### config.mk
export PLATFORM = sky130hd
export DESIGN_NAME = load_store_unit
export DESIGN_NICKNAME = d
export VERILOG_FILES = /design/src/rtl/load_store_unit.sv
export SDC_FILE = /design/constraint.sdc
export NUM_CORES = 1
export LEC_CHECK = 0
export ABC_AREA = 0
export BUFFER_PORTS_ARGS = -buffer_cell sky130_fd_sc_hd__buf_4
export CAP_MARGIN = 15
export CORE_ASPECT_RATIO = 0.6
export CORE_MARGIN = 2
export CORE_UTILIZATION = 54
export DETAILED_ROUTE_END_ITERATION = 8
export PLACE_DENSITY_LB_ADDON = 0.08
export SETUP_SLACK_MARGIN = 0.2
export SLEW_MARGIN = 20
export SYNTH_ARGS = -nofsm -noshare
export SYNTH_HDL_FRONTEND = slang
export SYNTH_SLANG_ARGS = --single-unit
### constraint.sdc
create_clock -name clk -period 11.3 [get_ports clk]
set_input_delay 2.26 -clock clk [delete_from_list [all_inputs] [get_ports clk]]
set_output_delay 2.26 -clock clk [all_outputs]
set_load 0.005 [all_outputs]
### src/rtl/load_store_unit.sv
// load_store_unit: core-side initiator for a single-cycle, word-addressed,
// full-word-write data memory. Takes one load/store at a time over a
// valid/ready handshake, extracts and extends sub-word load data, and performs
// SB/SH as read-modify-write.
// Optional feature macro: LSU_ERR_EN (enables misalignment, out-of-range and
// illegal-funct3 detection; when undefined, resp_err is tied low).
module load_store_unit #(
  parameter int Width     = 32,
  parameter int MEM_DEPTH = 512
) (
  input  logic               clk,
  input  logic               reset,
  input  logic               req_valid,
  output logic               req_ready,
  input  logic               req_write,
  input  logic [2:0]         req_funct3,
  input  logic [Width-1:0]   req_addr,
  input  logic [Width-1:0]   req_wdata,
  output logic               resp_valid,
  input  logic               resp_ready,
  output logic [Width-1:0]   resp_rdata,
  output logic               resp_err,
  output logic               MemRead,
  output logic               MemWrite,
  output logic [Width-1:0]   address,
  output logic [Width-1:0]   WriteData,
  input  logic [2*Width-1:0] ReadData
);

  typedef enum logic [2:0] {IDLE, READ, MERGE, WRITE, RESP} state_t;

  state_t             state, state_next;
  logic               write_q;
  logic [2:0]         funct3_q;
  logic [1:0]         lane_q;
  logic [Width-1:0]   wdata_q;

  logic               accept;
  logic [Width-1:0]   word_idx;
  logic               in_range;
  logic               req_err;
  logic [2:0]         funct3_eff;
  logic [Width-1:0]   rd_word;
  logic [7:0]         byte_sel;
  logic [15:0]        half_sel;
  logic [Width-1:0]   load_data;
  logic [Width-1:0]   merge_data;
  logic               unused_sink;

  assign req_ready = (state == IDLE);
  assign accept    = req_valid && req_ready;
  assign word_idx  = req_addr >> 2;
  assign in_range  = word_idx < Width'(MEM_DEPTH);
  assign rd_word   = ReadData[Width-1:0];

`ifdef LSU_ERR_EN
  assign unused_sink = ^ReadData[2*Width-1:Width];
`else
  assign unused_sink = ^{ReadData[2*Width-1:Width], in_range};
`endif

  // Classify the incoming request: error flag and the funct3 actually executed.
  always_comb begin
    // NOTE: every signal gets a default first so no path leaves it unassigned,
    // which would otherwise infer a latch.
    req_err    = 1'b0;
    funct3_eff = req_funct3;
`ifdef LSU_ERR_EN
    if (req_write) begin
      if (req_funct3 > 3'b010) req_err = 1'b1;
    end else if (req_funct3 == 3'b011 || req_funct3 == 3'b110 || req_funct3 == 3'b111) begin
      req_err = 1'b1;
    end
    case (req_funct3[1:0])
      2'b01:   if (req_addr[0]) req_err = 1'b1;
      2'b10:   if (req_addr[1:0] != 2'b00) req_err = 1'b1;
      default: ;
    endcase
    if (!in_range) req_err = 1'b1;
`else
    // Without error checking, unknown encodings fall back to a full word access.
    if (req_write ? (req_funct3 > 3'b010)
                  : (req_funct3 == 3'b011 || req_funct3 == 3'b110 || req_funct3 == 3'b111))
      funct3_eff = 3'b010;
`endif
  end

  // Lane extraction for loads and lane replacement for sub-word stores.
  always_comb begin
    byte_sel   = rd_word[{lane_q, 3'b000} +: 8];
    half_sel   = rd_word[{lane_q[1], 4'b0000} +: 16];
    load_data  = rd_word;
    merge_data = rd_word;
    case (funct3_q)
      3'b000:  load_data = {{(Width-8){byte_sel[7]}}, byte_sel};
      3'b001:  load_data = {{(Width-16){half_sel[15]}}, half_sel};
      3'b100:  load_data = {{(Width-8){1'b0}}, byte_sel};
      3'b101:  load_data = {{(Width-16){1'b0}}, half_sel};
      default: load_data = rd_word;
    endcase
    case (funct3_q[1:0])
      2'b00:   merge_data[{lane_q, 3'b000} +: 8]     = wdata_q[7:0];
      2'b01:   merge_data[{lane_q[1], 4'b0000} +: 16] = wdata_q[15:0];
      default: merge_data = wdata_q;
    endcase
  end

  // Next-state logic: sub-word stores and all loads read first, SW writes directly.
  always_comb begin
    state_next = state;
    case (state)
      IDLE: if (accept) begin
        if (req_err)                                state_next = RESP;
        else if (!req_write || funct3_eff != 3'b010) state_next = READ;
        else                                        state_next = WRITE;
      end
      READ:    state_next = MERGE;
      MERGE:   state_next = write_q ? WRITE : RESP;
      WRITE:   state_next = RESP;
      RESP:    if (resp_ready) state_next = IDLE;
      default: state_next = IDLE;
    endcase
  end

  // State, request capture and registered memory/response outputs.
  always_ff @(posedge clk or posedge reset) begin
    if (reset) begin
      state      <= IDLE;
      write_q    <= 1'b0;
      funct3_q   <= 3'b000;
      lane_q     <= 2'b00;
      wdata_q    <= '0;
      MemRead    <= 1'b0;
      MemWrite   <= 1'b0;
      address    <= '0;
      WriteData  <= '0;
      resp_valid <= 1'b0;
      resp_rdata <= '0;
      resp_err   <= 1'b0;
    end else begin
      // NOTE: non-blocking assignments so every register samples pre-edge values.
      state      <= state_next;
      MemRead    <= (state_next == READ);
      MemWrite   <= (state_next == WRITE);
      resp_valid <= (state_next == RESP);
      if (accept) begin
        write_q    <= req_write;
        funct3_q   <= funct3_eff;
        lane_q     <= req_addr[1:0];
        wdata_q    <= req_wdata;
        address    <= word_idx;
        WriteData  <= req_wdata;
        resp_rdata <= '0;
        resp_err   <= req_err;
      end
      if (state == MERGE) begin
        if (write_q) WriteData  <= merge_data;
        else         resp_rdata <= load_data;
      end
    end
  end

endmodule

==> qor.json <==
{
  "post_synth_inst_count": {"value": 704},
  "port_buffers": {"value": 201},
  "worst_setup_hold_path_clk_slew": {"value": 0.06, "unit": "ns"},
  "setup_repair_after_global_routing_missed_its_margin": {"value": "false"},
  "clock-sinks": {"value": 138},
  "max_slew_margin": {"value": 0.282},
  "timing.setup.tns": {"value": 0, "unit": "ns"},
  "max_freq": {"value": 0.273, "unit": "GHz"},
  "clock_path_buffers": {"value": 2},
  "layout_common_cells": {"value": "209 x buf_4, 203 x nand2_1, 138 x dfrtp_1, 40 x o21ai_0, 25 x a221oi_1"},
  "ys.flop_type": {"value": "dfrtp_1"},
  "die-height": {"value": 90.4, "unit": "um"},
  "fin_crit": {"value": 3.66, "unit": "ns"},
  "worst_hold_slack": {"value": 0.473, "unit": "ns"},
  "timing.final.setup_violations": {"value": 0},
  "place.gp.congestion": {"value": 0.916},
  "post-route-worst-setup-slack": {"value": 7.64, "unit": "ns"},
  "synth-edff-count": {"value": 0},
  "cts.hold.buffers_added": {"value": 0},
  "synth_cell_types": {"value": 45},
  "placement_rows": {"value": 31},
  "worstSetupPathType": {"value": "input pin to flop"},
  "antenna_cells_inserted": {"value": 0},
  "yosys_register_bits": {"value": 138},
  "layout_commonest_cell": {"value": "buf_4"},
  "post-dp-hpwl": {"value": 14.7, "unit": "mm"},
  "slew_of_the_pin_with_the_lowest_slew_margin": {"value": 1.07, "unit": "ns"},
  "num_io_pins": {"value": 237},
  "crit_required": {"value": 11.53, "unit": "ns"},
  "routed_via_density": {"value": 5.97},
  "insertion_delay": {"value": 0.42, "unit": "ns"},
  "drc_errors": {"value": 0},
  "drv.max_cap_violation_count": {"value": 0},
  "power": {"value": 2.56, "unit": "mW"},
  "dieWidth": {"value": 148, "unit": "um"},
  "period_share": {"value": 0.324},
  "cts_setup_buffers": {"value": 0},
  "num-nets-final": {"value": 1018},
  "totalWireLength": {"value": 21.5, "unit": "mm"},
  "grt_start_max_net_pins": {"value": 94},
  "crit_fanout": {"value": 7},
  "power-per-cell-area": {"value": 289, "unit": "nW/um^2"},
  "async_flop_share": {"value": 1.00},
  "routed_wire_length_per_instance": {"value": 20.3, "unit": "um"},
  "global_route.overflow_total": {"value": 0},
  "clock_tree_from_tritoncts": {"value": "done"},
  "crit_path_end_kind": {"value": "flop"},
  "grt_first_pass_wirelength": {"value": 34.2, "unit": "mm"},
  "antenna_found_initial": {"value": 0},
  "die_area": {"value": 13400, "unit": "um^2"},
  "floorplan.core_area": {"value": 12100, "unit": "um^2"},
  "start_kind": {"value": "input pin"},
  "h-tree-depth": {"value": 4},
  "hold_viol": {"value": 0},
  "timing.hold.worst.class": {"value": "flop to flop"},
  "post_synthesis_instance_area": {"value": 6710, "unit": "um^2"},
  "vias_in_the_first_global_route": {"value": 6182},
  "cts_buffers": {"value": 17},
  "fin_worst_skew": {"value": 0.0110, "unit": "ns"},
  "detail_route.iter0.violations": {"value": 783},
  "start_util": {"value": 0.555},
  "vdd_ir_drop_max": {"value": 0.134, "unit": "mV"},
  "yosys_warnings": {"value": 0},
  "cts_repair_resize_count": {"value": 0},
  "synth_seq_area_share": {"value": 0.514},
  "final-max-slew-violation-count": {"value": 0},
  "arrival": {"value": 3.89, "unit": "ns"},
  "grt_use_total": {"value": 0.328},
  "cts.root.buffer_cell": {"value": "clkbuf_16"},
  "status": {"value": "completed"},
  "via_count": {"value": 6303},
  "average_instance_area_after_synthesis": {"value": 9.54, "unit": "um^2"},
  "post_route_cells_drive_above_1_share": {"value": 0.290},
  "drtAntennaViolNets": {"value": 0},
  "count_of_tritonroute_iterations_in_the_first_routing_pass": {"value": 5},
  "total_leakage_power": {"value": 4.33, "unit": "nW"},
  "area_growth_syn_to_layout": {"value": 31.8, "unit": "%"},
  "place_worst_setup_slack": {"value": 7.18, "unit": "ns"}
}
## registers in the layout, indices dropped and copies added, names as in the netlist
name        flops
wdata_q        32
resp_rdata     32
WriteData      32
lane_q          2
write_q         1
state           3
MemWrite        1
address        30
funct3_q        3
MemRead         1
resp_valid      1
## cell families (layout without fill, tap and decap cells)
logic type | after synthesis | after routing | synth area share
adders and majority gates | 5 | 5 | 0.00932
AOI/OAI and AO/OA | 162 | 162 | 0.176
other | 1 | 3 | 0.000559
muxes | 35 | 35 | 0.0542
buffers and inverters | 71 | 255 | 0.0455
DFF | 138 | 138 | 0.514
and+or+nand+nor | 292 | 292 | 0.200
## power by group
group | internal, mW | switching [mW] | leakage (nW)
clock network | 0.349 | 0.220 | 0.284
logic | 0.499 | 0.587 | 2.30
registers | 0.713 | 0.191 | 1.74
## per-stage QoR
step | area, um^2 | utilization | cells
final | 8850 | 0.731 | 1055
after global routing | 8850 | 0.731 | 1055
after CTS | 8840 | 0.731 | 1054
after detailed placement | 8240 | 0.681 | 1022
after global placement | 8240 | 0.681 | 1022
after floorplan | 6720 | - | 706
## cell usage after synthesis, types with 3 or more instances
| cell type | count | share of area |
|---|---|---|
| nand2_1 | 203 | 0.11 |
| dfrtp_1 | 138 | 0.51 |
| o21ai_0 | 40 | 0.030 |
| clkbuf_1 | 33 | 0.018 |
| a221oi_1 | 25 | 0.033 |
| mux2i_1 | 24 | 0.036 |
| a22oi_1 | 19 | 0.021 |
| a221o_1 | 16 | 0.024 |
| nor3b_1 | 16 | 0.018 |
| o211ai_1 | 15 | 0.017 |
| inv_1 | 14 | 0.0078 |
| nor2_1 | 14 | 0.0078 |
| nor2b_1 | 13 | 0.012 |
| mux2_2 | 11 | 0.018 |
| o21ai_1 | 11 | 0.0082 |
| buf_2 | 10 | 0.0075 |
| nand2b_1 | 10 | 0.0093 |
| a21oi_1 | 9 | 0.0067 |
| buf_1 | 9 | 0.0050 |
| a222oi_1 | 8 | 0.012 |
| nor4b_1 | 8 | 0.010 |
| a211oi_1 | 7 | 0.0078 |
| nand3_1 | 7 | 0.0052 |
| o31ai_1 | 7 | 0.0078 |
| ha_1 | 5 | 0.0093 |
| nor3_1 | 5 | 0.0037 |
| and2_1 | 3 | 0.0028 |
| buf_4 | 3 | 0.0034 |
## critical path, stage by stage
cell      delay, ns
buf_4          0.14
mux2_2         0.29
a22oi_1        0.22
nor3b_1        0.78
a211oi_1       0.19
## per-layer routing
layer / share of wire / track usage / vias to the layer above
li1: - / - / 2843
met1: 0.43 / 0.493 / 3063
met2: 0.42 / 0.470 / 367
met3: 0.13 / 0.0854 / 30
met4: 0.014 / 0.0921 / 0
met5: 0 / 0 / -
## layout make-up
type,instances,area [um^2]
clock buffer,19,433
fill,913,3250
timing repair buffer,209,1570
clock inverter,13,166
multi-input combinational,497,2960
tap,165,206
sequential,138,3450
inverter,14,57.6
## path summary, 6_finish.rpt
check                                       start                       end  slack (ns)  cells past startpoint
max in group asynchronous                   reset   WriteData[24]$_DFF_PP0_        8.01                      3
hold / removal             address[5]$_DFFE_PP0P_    address[5]$_DFFE_PP0P_        0.47                      2
min in group asynchronous                   reset  resp_rdata[23]$_DFF_PP0_        1.90                      2
setup reg to reg            lane_q[1]$_DFFE_PP0P_    WriteData[3]$_DFF_PP0_        8.66                      7
setup / recovery                     ReadData[31]  resp_rdata[12]$_DFF_PP0_        7.64                      5
hold reg to reg            address[5]$_DFFE_PP0P_    address[5]$_DFFE_PP0P_        0.47                      2
Power figures use the tool's default switching activity.
